**src/rtl/conv_mem_arbiter_pkg.sv**
```systemverilog
// Shared types and defaults for the conv1d accelerator memory path.
// Owner and response-pipe encodings plus widths common to the control unit.
package conv_pkg;

   typedef enum logic {OWNER_HOST, OWNER_ACC} owner_t;
   typedef enum logic {RESP_IDLE, RESP_RD} resp_state_t;

   localparam int CONFLICT_W = 16;
   localparam int WAIT_W     = 8;
   localparam int DEF_ADDR_W = 8;
   localparam int DEF_DATA_W = 32;

   // Saturating increment for the conflict counter.
   function automatic logic [CONFLICT_W-1:0] sat_inc(input logic [CONFLICT_W-1:0] v);
      return (v == {CONFLICT_W{1'b1}}) ? v : v + 1'b1;
   endfunction

endpackage

```
**src/rtl/conv_mem_arbiter_if.sv**
```systemverilog
// Bundle of the host port, accelerator port, SRAM port and conflict counter.
// The arbiter uses the slave view; requesters/SRAM model use the master view.
interface conv_mem_arbiter_if
   import conv_pkg::*;
#(
   parameter int ADDR_W = DEF_ADDR_W,
   parameter int DATA_W = DEF_DATA_W
);
   logic                  host_req;
   logic                  host_we;
   logic [ADDR_W-1:0]     host_addr;
   logic [DATA_W-1:0]     host_wdata;
   logic                  host_gnt;
   logic                  host_rvalid;
   logic [DATA_W-1:0]     host_rdata;

   logic                  acc_req;
   logic                  acc_we;
   logic [ADDR_W-1:0]     acc_addr;
   logic [DATA_W-1:0]     acc_wdata;
   logic                  acc_lock;
   logic                  acc_gnt;
   logic                  acc_rvalid;
   logic [DATA_W-1:0]     acc_rdata;

   logic                  mem_req;
   logic                  mem_we;
   logic [ADDR_W-1:0]     mem_addr;
   logic [DATA_W-1:0]     mem_wdata;
   logic [DATA_W-1:0]     mem_rdata;

   logic [CONFLICT_W-1:0] conflict_cnt;

   modport slave (
      input  host_req, host_we, host_addr, host_wdata,
      output host_gnt, host_rvalid, host_rdata,
      input  acc_req, acc_we, acc_addr, acc_wdata, acc_lock,
      output acc_gnt, acc_rvalid, acc_rdata,
      output mem_req, mem_we, mem_addr, mem_wdata,
      input  mem_rdata,
      output conflict_cnt
   );

   modport master (
      output host_req, host_we, host_addr, host_wdata,
      input  host_gnt, host_rvalid, host_rdata,
      output acc_req, acc_we, acc_addr, acc_wdata, acc_lock,
      input  acc_gnt, acc_rvalid, acc_rdata,
      input  mem_req, mem_we, mem_addr, mem_wdata,
      output mem_rdata,
      input  conflict_cnt
   );

endinterface

```
**src/rtl/conv_mem_arbiter_resp.sv**
```systemverilog
// Per-port read-response pipe: rvalid one cycle after a granted read, rdata gated.
// A fresh read grant while a response is out simply re-enters RESP_RD.
module conv_arb_resp
   import conv_pkg::*;
#(
   parameter int DATA_W = DEF_DATA_W
) (
   input  logic              clk,
   input  logic              rst,
   input  logic              gnt,
   input  logic              we,
   input  logic [DATA_W-1:0] mem_rdata,
   output logic              rvalid,
   output logic [DATA_W-1:0] rdata
);

   resp_state_t state;

   always_ff @(posedge clk or posedge rst) begin
      if (rst) begin
         state <= RESP_IDLE;
      end else begin
         case (state)
            RESP_IDLE: state <= (gnt && !we) ? RESP_RD : RESP_IDLE;
            RESP_RD:   state <= (gnt && !we) ? RESP_RD : RESP_IDLE;
            default:   state <= RESP_IDLE;
         endcase
      end
   end

   assign rvalid = (state == RESP_RD);
   assign rdata  = rvalid ? mem_rdata : '0;

endmodule

```
**src/rtl/conv_mem_arbiter.sv**
```systemverilog
// Per-cycle arbiter sharing the conv1d data SRAM between host and accelerator.
// Round-robin with accelerator burst lock and a host starvation guard; grants are combinational.
module conv_mem_arbiter
   import conv_pkg::*;
#(
   parameter int ADDR_W   = DEF_ADDR_W,
   parameter int DATA_W   = DEF_DATA_W,
   parameter int MAX_WAIT = 15
) (
   input  logic               clk,
   input  logic               rst,
   conv_mem_arbiter_if.slave  bus
);

   owner_t                last_owner;
   logic [WAIT_W-1:0]     wait_cnt;
   logic [CONFLICT_W-1:0] conflict_q;

   logic                  starve;
   logic                  both_req;
   logic                  host_gnt;
   logic                  acc_gnt;

   logic                  mux_we;
   logic [ADDR_W-1:0]     mux_addr;
   logic [DATA_W-1:0]     mux_wdata;

   assign starve   = bus.host_req && (wait_cnt == WAIT_W'(MAX_WAIT));
   assign both_req = bus.host_req && bus.acc_req;

   // Priority: starvation guard, then burst lock, then lone requester, then round-robin.
   always_comb begin
      host_gnt = 1'b0;
      acc_gnt  = 1'b0;
      if (starve) begin
         host_gnt = 1'b1;
      end else if (bus.acc_lock && bus.acc_req) begin
         acc_gnt = 1'b1;
      end else if (both_req) begin
         if (last_owner == OWNER_HOST) acc_gnt  = 1'b1;
         else                          host_gnt = 1'b1;
      end else begin
         host_gnt = bus.host_req;
         acc_gnt  = bus.acc_req;
      end
   end

   always_comb begin
      mux_we    = 1'b0;
      mux_addr  = '0;
      mux_wdata = '0;
      if (host_gnt) begin
         mux_we    = bus.host_we;
         mux_addr  = bus.host_addr;
         mux_wdata = bus.host_wdata;
      end else if (acc_gnt) begin
         mux_we    = bus.acc_we;
         mux_addr  = bus.acc_addr;
         mux_wdata = bus.acc_wdata;
      end
   end

   assign bus.host_gnt     = host_gnt;
   assign bus.acc_gnt      = acc_gnt;
   assign bus.mem_req      = host_gnt | acc_gnt;
   assign bus.mem_we       = mux_we;
   assign bus.mem_addr     = mux_addr;
   assign bus.mem_wdata    = mux_wdata;
   assign bus.conflict_cnt = conflict_q;

   always_ff @(posedge clk or posedge rst) begin
      if (rst) begin
         last_owner <= OWNER_HOST;
         wait_cnt   <= '0;
         conflict_q <= '0;
      end else begin
         if (host_gnt)     last_owner <= OWNER_HOST;
         else if (acc_gnt) last_owner <= OWNER_ACC;

         // A withdrawn host request forgets how long it had been waiting.
         if (!bus.host_req || host_gnt)
            wait_cnt <= '0;
         else if (wait_cnt != WAIT_W'(MAX_WAIT))
            wait_cnt <= wait_cnt + 1'b1;

         if (both_req)
            conflict_q <= sat_inc(conflict_q);
      end
   end

   conv_arb_resp #(.DATA_W(DATA_W)) u_host_resp (
      .clk       (clk),
      .rst       (rst),
      .gnt       (host_gnt),
      .we        (bus.host_we),
      .mem_rdata (bus.mem_rdata),
      .rvalid    (bus.host_rvalid),
      .rdata     (bus.host_rdata)
   );

   conv_arb_resp #(.DATA_W(DATA_W)) u_acc_resp (
      .clk       (clk),
      .rst       (rst),
      .gnt       (acc_gnt),
      .we        (bus.acc_we),
      .mem_rdata (bus.mem_rdata),
      .rvalid    (bus.acc_rvalid),
      .rdata     (bus.acc_rdata)
   );

endmodule

```
**src/flat_wrapper.sv**
```systemverilog
// flat-port wrapper written by rule: the top's interface ports become plain ports
module conv_mem_arbiter_flat import conv_pkg::*;
#(
   parameter int ADDR_W   = DEF_ADDR_W,
   parameter int DATA_W   = DEF_DATA_W,
   parameter int MAX_WAIT = 15
)
  (clk, rst, bus_host_req, bus_host_we, bus_host_addr, bus_host_wdata, bus_host_gnt, bus_host_rvalid, bus_host_rdata, bus_acc_req, bus_acc_we, bus_acc_addr, bus_acc_wdata, bus_acc_lock, bus_acc_gnt, bus_acc_rvalid, bus_acc_rdata, bus_mem_req, bus_mem_we, bus_mem_addr, bus_mem_wdata, bus_mem_rdata, bus_conflict_cnt);
  conv_mem_arbiter_if #(.ADDR_W(ADDR_W), .DATA_W(DATA_W)) bus_i ();
  input  logic clk;
  input  logic rst;
  input wire logic [$bits(bus_i.host_req)-1:0] bus_host_req;
  input wire logic [$bits(bus_i.host_we)-1:0] bus_host_we;
  input wire logic [$bits(bus_i.host_addr)-1:0] bus_host_addr;
  input wire logic [$bits(bus_i.host_wdata)-1:0] bus_host_wdata;
  output wire logic [$bits(bus_i.host_gnt)-1:0] bus_host_gnt;
  output wire logic [$bits(bus_i.host_rvalid)-1:0] bus_host_rvalid;
  output wire logic [$bits(bus_i.host_rdata)-1:0] bus_host_rdata;
  input wire logic [$bits(bus_i.acc_req)-1:0] bus_acc_req;
  input wire logic [$bits(bus_i.acc_we)-1:0] bus_acc_we;
  input wire logic [$bits(bus_i.acc_addr)-1:0] bus_acc_addr;
  input wire logic [$bits(bus_i.acc_wdata)-1:0] bus_acc_wdata;
  input wire logic [$bits(bus_i.acc_lock)-1:0] bus_acc_lock;
  output wire logic [$bits(bus_i.acc_gnt)-1:0] bus_acc_gnt;
  output wire logic [$bits(bus_i.acc_rvalid)-1:0] bus_acc_rvalid;
  output wire logic [$bits(bus_i.acc_rdata)-1:0] bus_acc_rdata;
  output wire logic [$bits(bus_i.mem_req)-1:0] bus_mem_req;
  output wire logic [$bits(bus_i.mem_we)-1:0] bus_mem_we;
  output wire logic [$bits(bus_i.mem_addr)-1:0] bus_mem_addr;
  output wire logic [$bits(bus_i.mem_wdata)-1:0] bus_mem_wdata;
  input wire logic [$bits(bus_i.mem_rdata)-1:0] bus_mem_rdata;
  output wire logic [$bits(bus_i.conflict_cnt)-1:0] bus_conflict_cnt;
  assign bus_i.host_req = bus_host_req;
  assign bus_i.host_we = bus_host_we;
  assign bus_i.host_addr = bus_host_addr;
  assign bus_i.host_wdata = bus_host_wdata;
  assign bus_host_gnt = bus_i.host_gnt;
  assign bus_host_rvalid = bus_i.host_rvalid;
  assign bus_host_rdata = bus_i.host_rdata;
  assign bus_i.acc_req = bus_acc_req;
  assign bus_i.acc_we = bus_acc_we;
  assign bus_i.acc_addr = bus_acc_addr;
  assign bus_i.acc_wdata = bus_acc_wdata;
  assign bus_i.acc_lock = bus_acc_lock;
  assign bus_acc_gnt = bus_i.acc_gnt;
  assign bus_acc_rvalid = bus_i.acc_rvalid;
  assign bus_acc_rdata = bus_i.acc_rdata;
  assign bus_mem_req = bus_i.mem_req;
  assign bus_mem_we = bus_i.mem_we;
  assign bus_mem_addr = bus_i.mem_addr;
  assign bus_mem_wdata = bus_i.mem_wdata;
  assign bus_i.mem_rdata = bus_mem_rdata;
  assign bus_conflict_cnt = bus_i.conflict_cnt;
  conv_mem_arbiter #(.ADDR_W(ADDR_W), .DATA_W(DATA_W), .MAX_WAIT(MAX_WAIT)) u_core (.clk(clk), .rst(rst), .bus(bus_i));
endmodule
```
**config.mk**
```make
export PLATFORM = sky130hd
export DESIGN_NAME = conv_mem_arbiter_flat
export DESIGN_NICKNAME = d
export VERILOG_FILES = /design/src/rtl/conv_mem_arbiter_pkg.sv /design/src/rtl/conv_mem_arbiter_if.sv /design/src/rtl/conv_mem_arbiter_resp.sv /design/src/rtl/conv_mem_arbiter.sv /design/src/flat_wrapper.sv
export SDC_FILE = /design/constraint.sdc
export NUM_CORES = 1
export LEC_CHECK = 0
export CAP_MARGIN = 20
export CORE_ASPECT_RATIO = 1.2
export CORE_MARGIN = 5
export CORE_UTILIZATION = 30
export DETAILED_ROUTE_END_ITERATION = 10
export HOLD_SLACK_MARGIN = 0.08
export PLACE_DENSITY_LB_ADDON = 0.25
export SLEW_MARGIN = 20
export SYNTH_ARGS = -nofsm -noshare
export SYNTH_HDL_FRONTEND = slang
export SYNTH_SLANG_ARGS = --single-unit
```
**constraint.sdc**
```tcl
create_clock -name clk -period 2.72 [get_ports clk]
set_input_delay 0.544 -clock clk [delete_from_list [all_inputs] [get_ports clk]]
set_output_delay 0.544 -clock clk [all_outputs]
set_load 0.02 [all_outputs]
```
==> results of run 1 <==
synthesized netlist by cell type (all sizes together):
cell     n  area [um2]
and2    65         407
nand2   37         139
inv     28         105
dfrtp   27         676
mux2i   24         240
a22o    18         158
and3    10        62.6
buf      9        60.1
clkbuf   9        33.8
nor3     9        45.0
nand3    7        60.1
a21oi    6        30.0
xor2     6        52.6
mux2     5        60.1
nor2     5        18.8
xnor2    5        43.8
o21ai    4        20.0
and4     3        28.8
nand2b   3        18.8
nor2b    3        18.8
a22oi    2        15.0
a31oi    2        12.5
ha       2        25.0
nand4    2        12.5
nor3b    2        15.0
nor4     2        27.5
or2      2        12.5
or3      1        6.26
power breakdown:
group	switching [mW]	internal, mW	total [mW]
logic	0.391	0.448	0.838
registers	0.0606	0.447	0.507
clock network	0.140	0.108	0.247
total	0.591	1.00	1.59
layout make-up:
type                       count  area [um2]
clock buffer                   3        41.3
clock inverter                 1        8.76
timing repair buffer         262        2410
sequential                    27         676
multi-input combinational    225        1570
fill                         673        2820
tap                           92         115
inverter                      28         105
kinds of logic (layout without fill, tap and decap cells):
group                    count (synthesis)  after routing
flip-flops                              27             27
adder cells (fa/ha/maj)                  2              2
multiplexers                            29             29
AND/OR/NAND/NOR                        151            151
XOR/XNOR                                11             11
AO/OA/AOI/OAI                           32             32
buffers and inverters                   46            294
registers in the layout, indices dropped and copies added (netlist names):
signal / cells
u_core.bus.conflict_cnt: 16
u_core.last_owner: 1
u_core.u_acc_resp.rvalid: 1
u_core.u_host_resp.rvalid: 1
u_core.wait_cnt: 8
metal layers:
layer / up-vias / part of all wire, %
met1: 1425 / 35
met2: 166 / 53
li1: 1486 / -
met5: - / 0
met3: 15 / 10
met4: 0 / 2.1
final timing paths:
path                                                    end                         from  slack [ns]  depth (start not counted)
worst max-delay path                       bus_mem_wdata[5]           u_core.wait_cnt[1]        0.14                          7
worst min-delay path            u_core.bus.conflict_cnt[15]  u_core.bus.conflict_cnt[15]        0.52                          1
worst max register to register  u_core.bus.conflict_cnt[14]   u_core.bus.conflict_cnt[0]        0.95                          5
worst min register to register  u_core.bus.conflict_cnt[15]  u_core.bus.conflict_cnt[15]        0.52                          1
max in group asynchronous                u_core.wait_cnt[6]                          rst        1.84                          3
min in group asynchronous        u_core.bus.conflict_cnt[5]                          rst        0.61                          3
what timing repair did:
action                                  in CTS  in global routing
endpoints found under the setup margin      44                 20
gates resized for setup                    172                 16
pin swaps                                    2                  2
buffers inserted                             0                  0
cloned                                       1                  0
worst max-delay path, cell delays in order, from the launching register on:
cell,delay [ns]
dfrtp_1,0.40
ha_1,0.20
and3_1,0.21
nand3_2,0.11
and3_4,0.22
buf_12,0.21
mux2i_1,0.21
buf_2,0.18
==> results_dict.tcl, run 1 <==
set metrics [dict create \
    worstMarginPinSlew_ns 0.417 \
    grt_max_degree 40 \
    cts-root-buf "clkbuf_8" \
    use_met2_pct 37.3 \
    final_nets 668 \
    viasPerCell 4.85 \
    synth-xor-area-share_pct 4.01 \
    core_area_um2 7750 \
    firstDrtPassIters 4 \
    routedWlPerCell_um 15.9 \
    clkLatencyLatePin_ns 0.28 \
    dpl_cell_area_um2 5010 \
    placedCellCount 633 \
    p_leak_nw 2.29 \
    drc_errors 0 \
    dp_slack_ns -0.463 \
    fin_crit_sh_pct 95.0 \
    setup_viol 0 \
    synth_nets 419 \
    ir_drop_mv 0.225 \
    gp_congestion 0.850 \
    synth.area.mux_share_pct 12.5 \
    vias 3092 \
    yosysSeqAreaShare_pct 28.1 \
    initial_utilization_pct 31.0 \
    final_util_pct 63.6 \
    met1_usage_pct 18.8 \
    whs_ns 0.520 \
    cts_buffers 3 \
    syn_area_um2 2400 \
    worstSetupPathType "flop to primary output" \
    setup_ws_ns 0.135 \
    slew-limit-headroom_pct 72.0 \
    yosys_warnings 0 \
    antenna_found_initial 0 \
    grt_usage_pct 18.8 \
    clock_skew_ns 0.00968 \
    numPortBuffers 244 \
    worst_setup_path_end_kind "primary output" \
    wirelength_um 10100 \
    finalHoldViolCount 0 \
    avgSynthCellArea_um2 8.07 \
    diodes 0 \
    status "finished clean" \
    syn_inst 298 \
    drv_cap 0 \
    cts.htree.levels 1 \
    grt-ovfl-total 0 \
    ant_nets 0 \
    clk_transition_reported_paths_ns 0.11 \
    cp_max_fo 39 \
    die_height_um 108 \
    layout_common_cells "clkdlybuf4s50_1, and2_1, nand2_1" \
    cts.hold.buffers_added 0 \
    period_minus_slack_ns 2.58 \
    final_cell_area_um2 4930 \
    cts_max_path_buffers 2 \
    die_x_um 91.7 \
    io_pins 245 \
    crit_path_start_kind "flop" \
    placementRows 35 \
    synth-compound-area-share_pct 9.79 \
    power.total_mw 1.59 \
    ys_seq_elements 27 \
    synth_fa_ha_area_share_pct 1.04 \
    cts_sinks 27 \
    grt_pass1_vias 3062 \
    slew_violations 0 \
    clock.fmax_mhz 387 \
    final_common_cell "clkdlybuf4s50_1" \
    post-dp-hpwl_um 8750 \
    synth_top_family_by_area "simple AND/OR/NAND/NOR gates" \
    cts_tree "done" \
    fp.dieArea_um2 9910 \
    p_per_area_nw_per_um2 323 \
    setup-tns-final_ns 0 \
    use_met3_pct 5.36 \
    fin_cells 638 \
    synth_simple_gate_area_share_pct 36.3 \
    grt-busiest-layer "met2" \
    layout-drive-gt1-share_pct 14.5 \
    synth.distinct_cells 35 \
    worstPathRequired_ns 2.18 \
    rsz0062_at_grt "no" \
    min_path_type "flop to flop" \
    drtIter0Drc 57 \
    cp.arrival_ns 2.04 \
    grt_pass1_wl_um 15000 \
    area.growth.synth_to_final_pct 105 \
]
(Power assumes the default switching activity.)
==> run 2, diff against run 1 <==
--- a/config.mk
+++ b/config.mk
@@ -16,3 +16,4 @@
 export SYNTH_ARGS = -nofsm -noshare
 export SYNTH_HDL_FRONTEND = slang
 export SYNTH_SLANG_ARGS = --single-unit
+export TNS_END_PERCENT = 100
==> results of run 2 <==
Final layout, timing and power as in run 1 (identical DEF).
==> edit 1, RTL diff (settings of run 1) <==
`DEF_ADDR_W`: 8 -> 6.
--- a/src/rtl/conv_mem_arbiter_pkg.sv
+++ b/src/rtl/conv_mem_arbiter_pkg.sv
@@ -7,7 +7,7 @@
 
    localparam int CONFLICT_W = 16;
    localparam int WAIT_W     = 8;
-   localparam int DEF_ADDR_W = 8;
+   localparam int DEF_ADDR_W = 6;
    localparam int DEF_DATA_W = 32;
 
    // Saturating increment for the conflict counter.
Interface: changed (resized bus_acc_addr, bus_host_addr and bus_mem_addr); port bits go from 245 to 239. No check against the original RTL was run, so the function may have changed too.
==> edit 1 against run 1 <==
Synthesized area down 2.8%. Clock skew down 0.0046 ns. Critical endpoint is now bus_mem_wdata[21]. Critical path type unchanged. Power down 0.91%. Sequential cell count unchanged. Via count down 4.8%. Setup slack worse by 0.019 ns. Design area down 0.46%. Routed wire length up 3.6%. Worst hold slack worse by 0.010 ns.
==> edit 1: results (changes against run 1) <==
metric;value;unit;change
status;completed;;
mux contribution to synthesized area;11.6;%;-0.93 points
met3 Use GR;7.02;%;+1.7 points
gr usage total;20.1;%;+1.3 points
WP data arrival;2.06;ns;+0.02 ns
post-CTS resize count;138;;-20%
sequential area share after synthesis;28.9;%;+0.80 points
vias in the first global route;3014;;-1.6%
Synth top cells by count;and2_1, nand2_1, dfrtp_1;;
Synth Area in XOR/XNOR;4.12;%;+0.11 points
post-synthesis compound-gate area fraction;10.4;%;+0.65 points
Post-Synth Adder-Cell Area;1.07;%;+0.030 points
fraction of layout cells with a size suffix above 1;14.1;%;-0.34 points
largest net degree at the start of global routing;34;;-15%
Top Layer Used;met5;;
met2 WL;5510;um;+2.5%
initial DRC count;65;;+14%
post-synth net total;405;;-3.3%
PnR Total Power;1.58;mW;-0.91%
total number of vias;2944;;-4.8%
met2 usage;38.4;%;+1.1 points
Placed Instance Area;4910;um2;-1.9%
Total Nets Final;649;;-2.8%
clk_skew;0.00507;ns;-0.00460 ns
global routing usage on met1;20.2;%;+1.4 points
main area contributors after synthesis;dfrtp_1, and2_1, mux2i_1;;
postcts setup bufs;1;;+1
edit 1: cell count changes after synthesis, moves of 2 or more:
cell,change
buf_2,-3
clkbuf_1,+2
inv_1,-3
mux2i_1,-3
nand2_1,-3
edit 1: layout make-up:
type                    instances  area (um2)
repair buffers                255        2450
flip-flops and latches         27         676
well taps                      92         115
multi-input cells             220        1520
clock inverters                 1        5.00
clock buffers                   3        41.3
inverters                      25        93.8
fillers                       654        2760
edit 1: worst paths after layout:
path,startpoint,end,slack (ns),depth (start not counted)
min,u_core.bus.conflict_cnt[15],u_core.bus.conflict_cnt[15],0.51,1
max reg2reg,u_core.bus.conflict_cnt[0],u_core.bus.conflict_cnt[14],0.95,5
max,u_core.wait_cnt[0],bus_mem_wdata[21],0.12,7
min in group asynchronous,rst,u_core.wait_cnt[4],0.61,3
max in group asynchronous,rst,u_core.u_acc_resp.rvalid,1.85,3
min reg2reg,u_core.bus.conflict_cnt[15],u_core.bus.conflict_cnt[15],0.51,1
==> edit 2, RTL diff (config.mk and constraints of run 1) <==
Without the edit above. Make the reset (`rst`) synchronous in 2 clocked blocks.
--- a/src/rtl/conv_mem_arbiter_resp.sv
+++ b/src/rtl/conv_mem_arbiter_resp.sv
@@ -16,7 +16,7 @@
 
    resp_state_t state;
 
-   always_ff @(posedge clk or posedge rst) begin
+   always_ff @(posedge clk) begin
       if (rst) begin
          state <= RESP_IDLE;
       end else begin
--- a/src/rtl/conv_mem_arbiter.sv
+++ b/src/rtl/conv_mem_arbiter.sv
@@ -68,7 +68,7 @@
    assign bus.mem_wdata    = mux_wdata;
    assign bus.conflict_cnt = conflict_q;
 
-   always_ff @(posedge clk or posedge rst) begin
+   always_ff @(posedge clk) begin
       if (rst) begin
          last_owner <= OWNER_HOST;
          wait_cnt   <= '0;
Function: differs if rst is asserted again (counterexample within 4 cycles, from zero or initial values and one cycle with rst high); with rst held inactive, the same outputs for 10 cycles.
==> edit 2 against run 1 <==
The flow now finishes with violations (setup timing). Routed wire length grew 30%. Synthesized area shrank 8.4%. Power shrank 22%. Maximum frequency shrank 8.8%. Design area shrank 2.3%. Sequential cell count is the same. Setup slack lost 0.25 ns. Non-clock buffer count grew 9. Largest cell class unchanged. Highest routed layer is now met5.
==> edit 2: results (changes against run 1) <==
metric;value;unit;change
fraction of layout cells with a size suffix above 1;16.9;%;+2.5 points
worst vdd ir;0.301;mV;+34%
CP delay by family, top;compound AO/OA/AOI/OAI gates;;
status;finished with violations;;
post-synth top area share;24.5;%;-3.6 points
aggregate routed wire length;13100;um;+30%
max reg flops;16;;unchanged
worst skew pair latency;0.28;ns;about the same
first-pass GRT wire length;18200;um;+22%
clk_skew;0.00591;ns;-0.00377 ns
Synth Area in XOR/XNOR;1.59;%;-2.4 points
clk slew on worst S/H paths;0.10;ns;
Slew Limit Headroom;47.2;%;-25 points
Slowest-stage cell, CP;or4_4;;
Total Nets Final;653;;-2.2%
CTS H-tree depth;1;;unchanged
worst setup margin;-0.113;ns;-0.248 ns
Synth top cells by count;and2_1, a22o_1, dfxtp_1;;
DP Cell Count;611;;-3.5%
initial DRC count;160;;+180%
Vias/cell;5.14;;+6.0%
Unique masters post-synth;43;;+23%
first drt pass iteration count;4;;unchanged
vias in the first global route;3011;;-1.7%
CTS buffer count;3;;unchanged
fill count;611;;-9.2%
failing checks;setup timing;;
post-synth net total;394;;-6.0%
Syn Area/Cell;8.07;um2;about the same
top-count cell post-synth;and2_1;;
post-synthesis compound-gate area fraction;28.0;%;+18 points
main area contributors after synthesis;dfxtp_1, and2_1, a22o_1;;
ys async rst share;0;%;-100 points
Finish-stage setup viols;40;;+40
mux contribution to synthesized area;3.98;%;-8.5 points
gr usage total;26.3;%;+7.5 points
largest net degree at the start of global routing;34;;-15%
Max clock buf depth;2;;unchanged
sequential area share after synthesis;24.5;%;-3.6 points
Final HPWL DP;10900;um;+24%
Pins Over Slew Limit;0;;unchanged
YS warnings;0;;unchanged
Psw;405;uW;-31%
Post-Synth Adder-Cell Area;1.14;%;+0.095 points
crit-path max FO;5;;-87%
Leakage;1.93;nW;-16%
CP peak stage delay;0.54;ns;+0.14 ns
initial antenna violation count;6;;+6
placer congestion estimate;1.03;;+21%
non-filler cells, final;621;;-2.7%
WP data arrival;2.29;ns;+0.25 ns
==> edit 2: metrics by stage <==
stage	cell area, um2	util [%]	TNS (ns)	worst slack, ns
6_report	4820	67.0	-2.25	-0.113
5_1_grt	4820	67.0	-5.22	-0.181
4_1_cts	4700	65.3	-1.08	-0.157
3_3_place_gp	4810	66.9	-8.90	-0.261
3_5_place_dp	4810	66.9	-9.66	-0.288
2_1_floorplan	2200	-	0	0.362
==> edit 2: final timing paths <==
check                                           startpoint                          to  cells past startpoint  slack (ns)
worst max-delay path                    u_core.wait_cnt[6]           bus_mem_wdata[30]                      8       -0.11
worst min register to register           u_core.last_owner           u_core.last_owner                      2        0.49
worst max register to register  u_core.bus.conflict_cnt[0]  u_core.bus.conflict_cnt[0]                      5        0.67
worst min-delay path                     u_core.last_owner           u_core.last_owner                      2        0.49
==> edit 2: worst register-to-register path: cells and delay by family (launching register included) <==
kind,cells,cell delay (ns)
compound gates,1,0.19
fa+ha+maj,1,0.22
flops,1,0.43
mux,1,0.29
simple gates,2,0.82
==> edit 2: logic make-up after synthesis <==
kind of cell,count (synthesis)
AND/OR/NAND/NOR,136
AO/OA/AOI/OAI,75
flip-flops,27
buffers and inverters,21
multiplexers,8
XOR/XNOR,4
adder cells (fa/ha/maj),2
==> edit 2: power groups by stage <==
stage / combinational (mW) / clock (mW) / sequential, mW
after floorplan: 0.224 / 0 / 0.417
after global placement: 0.602 / 0 / 0.413
after detailed placement: 0.601 / 0 / 0.413
after CTS: 0.564 / 0.241 / 0.404
after global routing: 0.625 / 0.265 / 0.405
final: 0.598 / 0.237 / 0.404
==> edit 2: layout make-up <==
type | instances | area, um2 | share of cell area, %
repair buffers | 271 | 2550 | 52.9
multi-input cells | 225 | 1550 | 32.1
flip-flops and latches | 27 | 543 | 11.3
well taps | 90 | 113 | 2.34
clock buffers | 3 | 41.3 | 0.857
inverters | 4 | 15.0 | 0.312
clock inverters | 1 | 7.51 | 0.156
==> edit 2: per-layer routing <==
metal	wire (um)	track usage (%)	vias to the layer above
met5	71	0	-
met4	86	2.59	12
met3	2040	12.7	20
met2	5850	40.7	212
met1	5090	34.4	1430
li1	-	-	1517
==> edit 2: what timing repair did <==
action                     4_1_cts  5_1_grt
gates resized for setup        139       28
setup endpoints to repair       43       43
hold buffers                     0        0
buffers inserted                 0        3
cloned                           0        3
pin swaps                        0       12
